==> src/rtl/ser_par_pkg.sv <==
// Shared types and constants for the serial link receiver (ser_par_rx).
package ser_par_pkg;

    localparam logic [7:0]  COMMA_DEFAULT = 8'hBC;
    localparam int unsigned BYTE_BITS     = 8;

    typedef enum logic [1:0] {
        SEARCH = 2'd0,
        ALIGN  = 2'd1,
        LOCKED = 2'd2
    } rx_state_e;

    typedef struct packed {
        logic [7:0] data;
        logic       valid;
        logic       comma_det;
    } rx_out_t;

    function automatic logic is_comma(input logic [7:0] byte_v, input logic [7:0] comma_v);
        return (byte_v == comma_v);
    endfunction

endpackage

==> src/rtl/ser_par_shift.sv <==
// Bit-level front end: serial history plus byte-phase counter.
// The candidate byte includes the bit being sampled this cycle, so it is combinational.
module ser_par_shift
    import ser_par_pkg::*;
(
    input  logic       clk_32f,
    input  logic       reset_L,
    input  logic       data_in,
    input  logic       phase_rst,
    output logic [7:0] cand_byte,
    output logic       boundary
);

    // Only the seven most recent bits are needed to form the candidate with data_in.
    logic [6:0] shift_r;
    logic [2:0] bit_cnt_r;

    // Shift history and byte-phase counter; phase_rst re-anchors the byte grid.
    always_ff @(posedge clk_32f or negedge reset_L) begin
        if (!reset_L) begin
            shift_r   <= 7'd0;
            bit_cnt_r <= 3'd0;
        end else begin
            shift_r <= {shift_r[5:0], data_in};
            if (phase_rst) begin
                bit_cnt_r <= 3'd0;
            end else begin
                bit_cnt_r <= bit_cnt_r + 3'd1;
            end
        end
    end

    assign cand_byte = {shift_r, data_in};
    assign boundary  = (bit_cnt_r == 3'(BYTE_BITS - 1));

endmodule

==> src/rtl/ser_par_rx.sv <==
// Serial link receiver: comma alignment, lock acquisition and byte output.
// Optional macro SER_PAR_RX_REALIGN_EN: re-align on a misaligned comma while LOCKED.
module ser_par_rx
    import ser_par_pkg::*;
#(
    parameter logic [7:0]  COMMA       = COMMA_DEFAULT,
    parameter int unsigned COMMA_COUNT = 4
) (
    input  logic       clk_32f,
    input  logic       reset_L,
    input  logic       data_in,
    output logic [7:0] data_out,
    output logic       valid_out,
    output logic       active,
    output logic       comma_det
);

    localparam logic [3:0] CNT_TARGET = 4'(COMMA_COUNT);

    rx_state_e  state_r;
    rx_state_e  state_nxt_s;
    logic [3:0] comma_cnt_r;
    logic [3:0] comma_cnt_nxt_s;
    logic       phase_rst_s;
    logic [7:0] cand_byte_s;
    logic       boundary_s;
    logic       cand_comma_s;
    rx_out_t    out_r;
    rx_out_t    out_nxt_s;
    logic       active_r;

    ser_par_shift u_shift (
        .clk_32f   (clk_32f),
        .reset_L   (reset_L),
        .data_in   (data_in),
        .phase_rst (phase_rst_s),
        .cand_byte (cand_byte_s),
        .boundary  (boundary_s)
    );

    assign cand_comma_s = is_comma(cand_byte_s, COMMA);

    // State and comma counter registers.
    always_ff @(posedge clk_32f or negedge reset_L) begin
        if (!reset_L) begin
            state_r     <= SEARCH;
            comma_cnt_r <= 4'd0;
        end else begin
            state_r     <= state_nxt_s;
            comma_cnt_r <= comma_cnt_nxt_s;
        end
    end

    // Next-state logic: bit-level scan in SEARCH, byte-level checks once aligned.
    always_comb begin
        state_nxt_s     = state_r;
        comma_cnt_nxt_s = comma_cnt_r;
        phase_rst_s     = 1'b0;
        case (state_r)
            SEARCH: begin
                if (cand_comma_s) begin
                    phase_rst_s     = 1'b1;
                    comma_cnt_nxt_s = 4'd1;
                    if (CNT_TARGET == 4'd1) begin
                        state_nxt_s = LOCKED;
                    end else begin
                        state_nxt_s = ALIGN;
                    end
                end else begin
                    state_nxt_s = SEARCH;
                end
            end
            ALIGN: begin
                if (boundary_s) begin
                    if (cand_comma_s) begin
                        comma_cnt_nxt_s = comma_cnt_r + 4'd1;
                        if ((comma_cnt_r + 4'd1) == CNT_TARGET) begin
                            state_nxt_s = LOCKED;
                        end else begin
                            state_nxt_s = ALIGN;
                        end
                    end else begin
                        comma_cnt_nxt_s = 4'd0;
                        state_nxt_s     = SEARCH;
                    end
                end else begin
                    state_nxt_s = ALIGN;
                end
            end
            LOCKED: begin
`ifdef SER_PAR_RX_REALIGN_EN
                // A comma off the byte grid means the sender's phase moved: re-acquire.
                if (!boundary_s && cand_comma_s) begin
                    phase_rst_s     = 1'b1;
                    comma_cnt_nxt_s = 4'd1;
                    state_nxt_s     = ALIGN;
                end else begin
                    state_nxt_s = LOCKED;
                end
`else
                state_nxt_s = LOCKED;
`endif
            end
            default: begin
                state_nxt_s     = SEARCH;
                comma_cnt_nxt_s = 4'd0;
            end
        endcase
    end

    // Output decode at byte boundaries; data_out holds its value across commas.
    always_comb begin
        out_nxt_s.data      = out_r.data;
        out_nxt_s.valid     = 1'b0;
        out_nxt_s.comma_det = 1'b0;
        case (state_r)
            SEARCH: begin
                out_nxt_s.comma_det = 1'b0;
            end
            ALIGN: begin
                if (boundary_s && cand_comma_s) begin
                    out_nxt_s.comma_det = 1'b1;
                end else begin
                    out_nxt_s.comma_det = 1'b0;
                end
            end
            LOCKED: begin
                if (boundary_s) begin
                    if (cand_comma_s) begin
                        out_nxt_s.comma_det = 1'b1;
                    end else begin
                        out_nxt_s.data  = cand_byte_s;
                        out_nxt_s.valid = 1'b1;
                    end
                end else begin
                    out_nxt_s.valid = 1'b0;
                end
            end
            default: begin
                out_nxt_s.data = 8'h00;
            end
        endcase
    end

    // Output registers.
    always_ff @(posedge clk_32f or negedge reset_L) begin
        if (!reset_L) begin
            out_r    <= '0;
            active_r <= 1'b0;
        end else begin
            out_r    <= out_nxt_s;
            active_r <= (state_nxt_s == LOCKED);
        end
    end

    assign data_out  = out_r.data;
    assign valid_out = out_r.valid;
    assign comma_det = out_r.comma_det;
    assign active    = active_r;

endmodule

==> config.mk <==
export PLATFORM = sky130hd
export DESIGN_NAME = ser_par_rx
export DESIGN_NICKNAME = d
export VERILOG_FILES = /design/src/rtl/ser_par_pkg.sv /design/src/rtl/ser_par_shift.sv /design/src/rtl/ser_par_rx.sv
export SDC_FILE = /design/constraint.sdc
export NUM_CORES = 1
export LEC_CHECK = 0
export BUFFER_PORTS_ARGS = -buffer_cell sky130_fd_sc_hd__buf_2
export CAP_MARGIN = 20
export CORE_ASPECT_RATIO = 0.75
export CORE_UTILIZATION = 39
export CTS_CLUSTER_DIAMETER = 150
export DETAILED_ROUTE_END_ITERATION = 10
export PLACE_DENSITY = 0.7
export SLEW_MARGIN = 10
export SYNTH_ARGS = -nofsm -noshare
export SYNTH_HDL_FRONTEND = slang
export SYNTH_SLANG_ARGS = --single-unit
==> constraint.sdc <==
create_clock -name clk_32f -period 1.8 [get_ports clk_32f]
set_clock_uncertainty 0.1 [all_clocks]
set_input_delay 0.36 -clock clk_32f [delete_from_list [all_inputs] [get_ports clk_32f]]
set_output_delay 0.36 -clock clk_32f [all_outputs]
set_load 0.01 [all_outputs]
==> results of run 1 <==
power by group through the flow:
stage	clock network, mW	logic [mW]	registers (mW)
after global placement	0	0.114	0.676
after detailed placement	0	0.122	0.679
after CTS	0.347	0.124	0.666
after floorplan	0	0.0724	0.675
final	0.333	0.134	0.672
after global routing	0.363	0.155	0.677
cells by family (layout without fill, tap and decap cells):
logic type | Yosys count | after routing | synth area share
flops | 27 | 27 | 0.523
simple gates | 41 | 41 | 0.172
buf+inv | 9 | 30 | 0.0271
fa+ha+maj | 8 | 8 | 0.0775
compound gates | 35 | 35 | 0.200
worst max-delay path by stage:
stage,depth (start not counted),endpoint
2_1_floorplan,7,data_out[4]$_DFFE_PN0P_
3_3_place_gp,5,data_out[1]$_DFFE_PN0P_
3_5_place_dp,5,data_out[1]$_DFFE_PN0P_
4_1_cts,7,data_out[1]$_DFFE_PN0P_
5_1_grt,6,active$_DFF_PN0_
6_report,6,active$_DFF_PN0_
cell usage after synthesis (2+ instances only):
cell       instances  area share
a21boi_0           3       0.017
a21oi_1            4       0.016
a31o_2             8       0.054
and2_1             2      0.0097
clkbuf_1           3      0.0087
dfrtp_1           27        0.52
ha_1               8       0.078
inv_1              4       0.012
nand2_1           20       0.058
nand2b_1           4       0.019
nor2_1             4       0.012
nor2b_1            2      0.0097
o21ai_0            9       0.035
o2bb2ai_1          2       0.014
metrics by stage:
stage | hold WS [ns] | utilization | total power, mW | setup TNS, ns | cell area (um2)
after floorplan | -0.0356 | - | 0.747 | 0 | 1290
after global placement | 0.282 | 0.470 | 0.790 | 0 | 1430
after detailed placement | 0.286 | 0.470 | 0.801 | -0.160 | 1430
after CTS | 0.00426 | 0.490 | 1.14 | 0 | 1490
after global routing | 0.0325 | 0.500 | 1.19 | -0.0124 | 1520
final | -0.0244 | 0.500 | 1.14 | 0 | 1520
layer usage:
metal | vias to the layer above | GRT usage
li1 | 479 | -
met1 | 482 | 0.269
met2 | 20 | 0.263
met3 | 6 | 0.0482
met4 | 0 | 0.0486
met5 | - | 0
placed cells by master, fill, tap and decap left out, types with 2 or more instances in the layout:
| master | instances |
|---|---|
| o2bb2ai_1 | 2 |
| nor2_1 | 3 |
| buf_2 | 13 |
| buf_4 | 9 |
| dfrtp_1 | 26 |
| inv_1 | 3 |
| nor2b_1 | 2 |
| a31o_2 | 8 |
| o21ai_0 | 9 |
| a21boi_0 | 3 |
| a21oi_1 | 4 |
| ha_1 | 6 |
| and2_1 | 2 |
| nand2b_1 | 4 |
| nand2_1 | 20 |
| clkbuf_8 | 3 |
flip-flops by register name, summed over array words and instances, names as in the netlist:
register / count
comma_det: 1
u_shift.shift_r: 7
state_r: 2
u_shift.bit_cnt_r: 3
data_out: 8
active: 1
comma_cnt_r: 4
valid_out: 1
cell type report:
class	count	area [um2]	share of cell area
Clock buffer	4	45.0	0.0296
Tap cell	38	47.5	0.0312
Inverter	4	15.0	0.00987
Multi-Input combinational cell	84	604	0.397
Timing Repair Buffer	22	133	0.0872
Sequential cell	27	677	0.445
worst max-delay path, stage by stage, from the launching register on:
cell      delay [ns]
dfrtp_1         0.43
inv_2           0.11
ha_1            0.18
buf_4           0.17
nand2b_1        0.09
a221oi_1        0.44
nor2b_1         0.08
timing repair:
action                                  4_1_cts  5_1_grt
buffers inserted                              2        1
endpoints found under the setup margin        8       14
resized for setup                             1        7
pin swaps                                     1        2
==> metrics.cfg, run 1 <==
[outcome]
status=finished with violations
failed_checks=hold timing

[setup_path]
rr_endpoint=active$_DFF_PN0_
worstSetupEndpointType=flip-flop
crit_start=state_r[1]$_DFF_PN0_
r2r-start=state_r[1]$_DFF_PN0_
cp.required_ns=1.85
crit_type=reg2reg
ff2ff_setup_slack_ns=0.07
r2r_cells=6
crit_arrival_ns=1.77
critPathMaxFanout=8
start_kind=flip-flop

[pwr]
leakagePower_nw=0.711
p_comb_frac=0.118
vdd_drop_max_mv=0.589
power_frac_seq=0.590
powerDensity_nw_per_um2=749
sw_frac_of_total=0.243
cellInternalPower_uw=862
p_sw_uw=277
pwr-share-clk=0.292

[sta]
fmax_mhz=579
whs_ns=-0.0244
fin_crit_sh=0.960
rsz0062_at_grt=yes
final.setup.worst_slack_ns=0.0725
period_needed_ns=1.73
drv_slew=0
setup_violations=0
max_slew_margin=0.617
hold_violations=27
worstMarginPinSlew_ns=0.575

[floorplan]
die_area_um2=3550
io_pins=14
start_util=0.425
design.core.area_um2=3040
die_y_um=51.8
num_rows=17
die_w_um=68.4

[synth]
synthCells=120
avgSynthCellArea_um2=10.8
ys_types=34
syn_nets=131
synth_area_um2=1290
synthFlopType=dfrtp_1
synth.yosys.seq_area_share=0.523
synth_edf_count=0
ys_ff_latch=27
yosys_warnings=0
async_reset_ff_frac=1.00

[finish]
drive_above_1_share=0.305
area_growth_pct=17.8
layoutNonFillerInstCount=179
diodes=0
fin_nets=153
fillCellCount=288

[clocking]
cts_buffers=3
clock_latency_ns=0.27
clkTransAtPathRegs_ns=0.09
cts_tree=built
cts_sinks=27
cts.path.max_buffers=2
cts-root-buf=clkbuf_8
cts_hold_buf=0
cts_max_level=1

[placement]
dpl.hpwl_um=1990
place_inst=172
io_buffers=13
gp_congestion=0.894
preCtsSetupSlack_ns=-0.0275

[routing]
met3WireLength_um=101
wl_met1_um=1370
routedWlPerCell_um=15.4
wl_um=2750
postRouteAntennaNets=0
maxUsedRoutingLayer=met4
num_vias=987
drtIter0Drc=53
viasPerCell=5.51
first_pass_iters=4
drc=0
dr_wl_met2_um=1270

[hold_path]
hp-class=in2async

[grt]
grt_pass1_vias=990
grt_overflow_total=0
grtUsageTotal=0.183
grt_pass1_wl_um=4660
antenna_found_initial=0
grt_max_degree=28

[run]
drv_cap=0

Note: power is estimated with default switching activity, not from simulation.
==> run 2: changes to the inputs <==
--- a/config.mk
+++ b/config.mk
@@ -12,6 +12,7 @@
 export CTS_CLUSTER_DIAMETER = 150
 export DETAILED_ROUTE_END_ITERATION = 10
 export PLACE_DENSITY = 0.7
+export SETUP_SLACK_MARGIN = 0.15
 export SLEW_MARGIN = 10
 export SYNTH_ARGS = -nofsm -noshare
 export SYNTH_HDL_FRONTEND = slang
==> run 2 against run 1 <==
Effect of this change: the flow still finishes with violations (hold timing); critical path depth unchanged; setup slack improved by 0.087 ns; maximum frequency increased by 5.3%; largest cell class unchanged; critical path type unchanged; design area up 6.2%; sequential share of layout area shrank 2.7 points; clock power increased by 1%; highest routed layer unchanged; largest power group unchanged.
==> metrics.cfg, run 2 (same netlist as run 1, synthesis figures left out) <==
[outcome]
status=finished with violations
failed_checks=hold timing

[run]
drv_cap=0  ; unchanged

[grt]
grt_max_degree=28  ; unchanged
grt_pass1_vias=990  ; unchanged
grtUsageTotal=0.181  ; -0.00145
antenna_found_initial=0  ; unchanged
grt_overflow_total=0  ; unchanged
grt_pass1_wl_um=4540  ; -2.5%

[setup_path]
start_kind=flip-flop
cpPeakStageDelay_ns=0.41  ; -0.03 ns
critical_path.slowest_cell=dfrtp_1
crit_type=reg2reg
cpLargestDelayFamily=compound AO/OA/AOI/OAI gates
cp.required_ns=1.86  ; about the same
crit_chain=buf_4 > ha_1 > nand4bb_1 > o311ai_1 > a221oi_2 > nor2b_1
worstSetupEndpointType=flip-flop
crit_arrival_ns=1.70  ; -0.07 ns
path_buf_inv=1  ; -1
critPathMaxFanout=3  ; -5

[routing]
num_vias=1026  ; +4.0%
drtIter0Drc=80  ; +51%
postRouteAntennaNets=0  ; unchanged
wl_um=2720  ; -1.3%
first_pass_iters=4  ; unchanged
viasPerCell=5.46  ; -1.0%
drc=0  ; unchanged
routedWlPerCell_um=14.5  ; -6.0%

[clocking]
clkTransAtPathRegs_ns=0.09  ; about the same
cts-root-buf=clkbuf_8
cts_hold_buf=0  ; unchanged
cts_max_level=1  ; unchanged
cts_sinks=27  ; unchanged
cts_tree=built
clock_latency_ns=0.27  ; about the same
cts.path.max_buffers=2  ; unchanged
cts_buffers=3  ; unchanged

[floorplan]
die_w_um=68.4  ; unchanged
design.core.area_um2=3040  ; unchanged
die_area_um2=3550  ; unchanged
num_rows=17  ; unchanged
die_y_um=51.8  ; unchanged
start_util=0.425  ; unchanged
io_pins=14  ; unchanged

[placement]
dpl_cell_area_um2=1450  ; +1.2%
gp_congestion=0.904  ; +1.1%
preCtsSetupSlack_ns=0.0531  ; +0.0805 ns
dpl.hpwl_um=1830  ; -8.3%
io_buffers=13  ; unchanged
place_inst=172  ; unchanged

[pwr]
sw_frac_of_total=0.243  ; about the same
leakagePower_nw=0.757  ; +6.6%
p_comb_frac=0.135  ; +0.017
powerDensity_nw_per_um2=720  ; -3.8%
p_sw_uw=283  ; +2.1%
vdd_drop_max_mv=0.493  ; -16%
power_frac_seq=0.576  ; -0.014
pwr-share-clk=0.290  ; -0.002
cellInternalPower_uw=881  ; +2.2%

[finish]
drive_above_1_share=0.387  ; +0.0817
area_growth_pct=25.2
final_common_cell=dfrtp_1
fin_nets=162  ; +5.9%
layoutNonFillerInstCount=188  ; +5.0%
postLayoutCellArea_um2=1620  ; +6.2%
largest_reg_flops=8  ; unchanged
mostFrequentLayoutCells=27 x dfrtp_1, 20 x nand2_1, 17 x buf_4, 14 x buf_2, 9 x o21ai_0
fillCellCount=266  ; -7.6%
diodes=0  ; unchanged

[sta]
worstMarginPinSlew_ns=0.586  ; +0.0115 ns
period_needed_ns=1.64  ; -0.0868 ns
setup_violations=0  ; unchanged
fin_crit_sh=0.911  ; -0.0482
fin_setup_tns_ns=0  ; unchanged
rsz0062_at_grt=yes
drv_slew=0  ; unchanged
hold_violations=27  ; unchanged
final.setup.worst_slack_ns=0.159  ; +0.0868 ns
max_slew_margin=0.609  ; -0.00765
fmax_mhz=609  ; +5.3%
whs_ns=-0.0226  ; +0.00180 ns

[hold_path]
hp-class=in2async

run 2: final cells by class:
| type | instances | area (um2) | area share |
|---|---|---|---|
| clock buffers | 4 | 45.0 | 0.0279 |
| inverters | 4 | 15.0 | 0.00929 |
| multi-input cells | 84 | 636 | 0.393 |
| flip-flops and latches | 27 | 676 | 0.418 |
| well taps | 38 | 47.5 | 0.0294 |
| repair buffers | 31 | 198 | 0.122 |
run 2: worst register-to-register path, delay by kind of cell, from the launching register on:
family | cells | cell delay, ns
AO/OA/AOI/OAI | 2 | 0.46
flip-flops | 1 | 0.41
adder cells (fa/ha/maj) | 1 | 0.22
AND/OR/NAND/NOR | 2 | 0.19
buffers and inverters | 1 | 0.15
run 2: through the flow:
step	utilization	total power, mW
floorplan	-	0.757
global placement	0.476	0.794
detailed placement	0.476	0.800
CTS	0.512	1.16
global route	0.531	1.23
finish	0.531	1.16
run 2: layer usage:
| metal | track usage | wire, um | vias up |
|---|---|---|---|
| met3 | 0.0548 | 124 | 4 |
| met5 | 0 | 0 | - |
| li1 | - | - | 490 |
| met2 | 0.296 | 1280 | 25 |
| met1 | 0.230 | 1280 | 507 |
| met4 | 0.0556 | 37 | 0 |
run 2: power groups by stage:
stage	sequential (mW)	clock, mW	combinational (mW)
after CTS	0.670	0.349	0.142
final	0.670	0.337	0.157
after floorplan	0.675	0	0.0811
after global routing	0.674	0.379	0.178
after global placement	0.678	0	0.116
after detailed placement	0.679	0	0.121
run 2: timing repair:
item | CTS | global route
setup endpoints to repair | 11 | 10
gates cloned | 0 | 1
pin swaps | 2 | 0
buffers inserted | 6 | 5
resized for setup | 5 | 8
run 2: worst paths after layout:
path | endpoint | depth (start not counted) | startpoint | slack (ns)
max reg2reg | active$_DFF_PN0_ | 6 | comma_cnt_r[0]$_DFFE_PN0P_ | 0.16
max in group asynchronous | u_shift.bit_cnt_r[2]$_DFF_PN0_ | 1 | reset_L | 1.23
min reg2reg | u_shift.shift_r[2]$_DFF_PN0_ | 0 | u_shift.shift_r[1]$_DFF_PN0_ | 0.31
min in group clk_32f | u_shift.shift_r[0]$_DFF_PN0_ | 1 | data_in | 0.12
min | u_shift.shift_r[0]$_DFF_PN0_ | 1 | reset_L | -0.02
max | active$_DFF_PN0_ | 6 | comma_cnt_r[0]$_DFFE_PN0P_ | 0.16
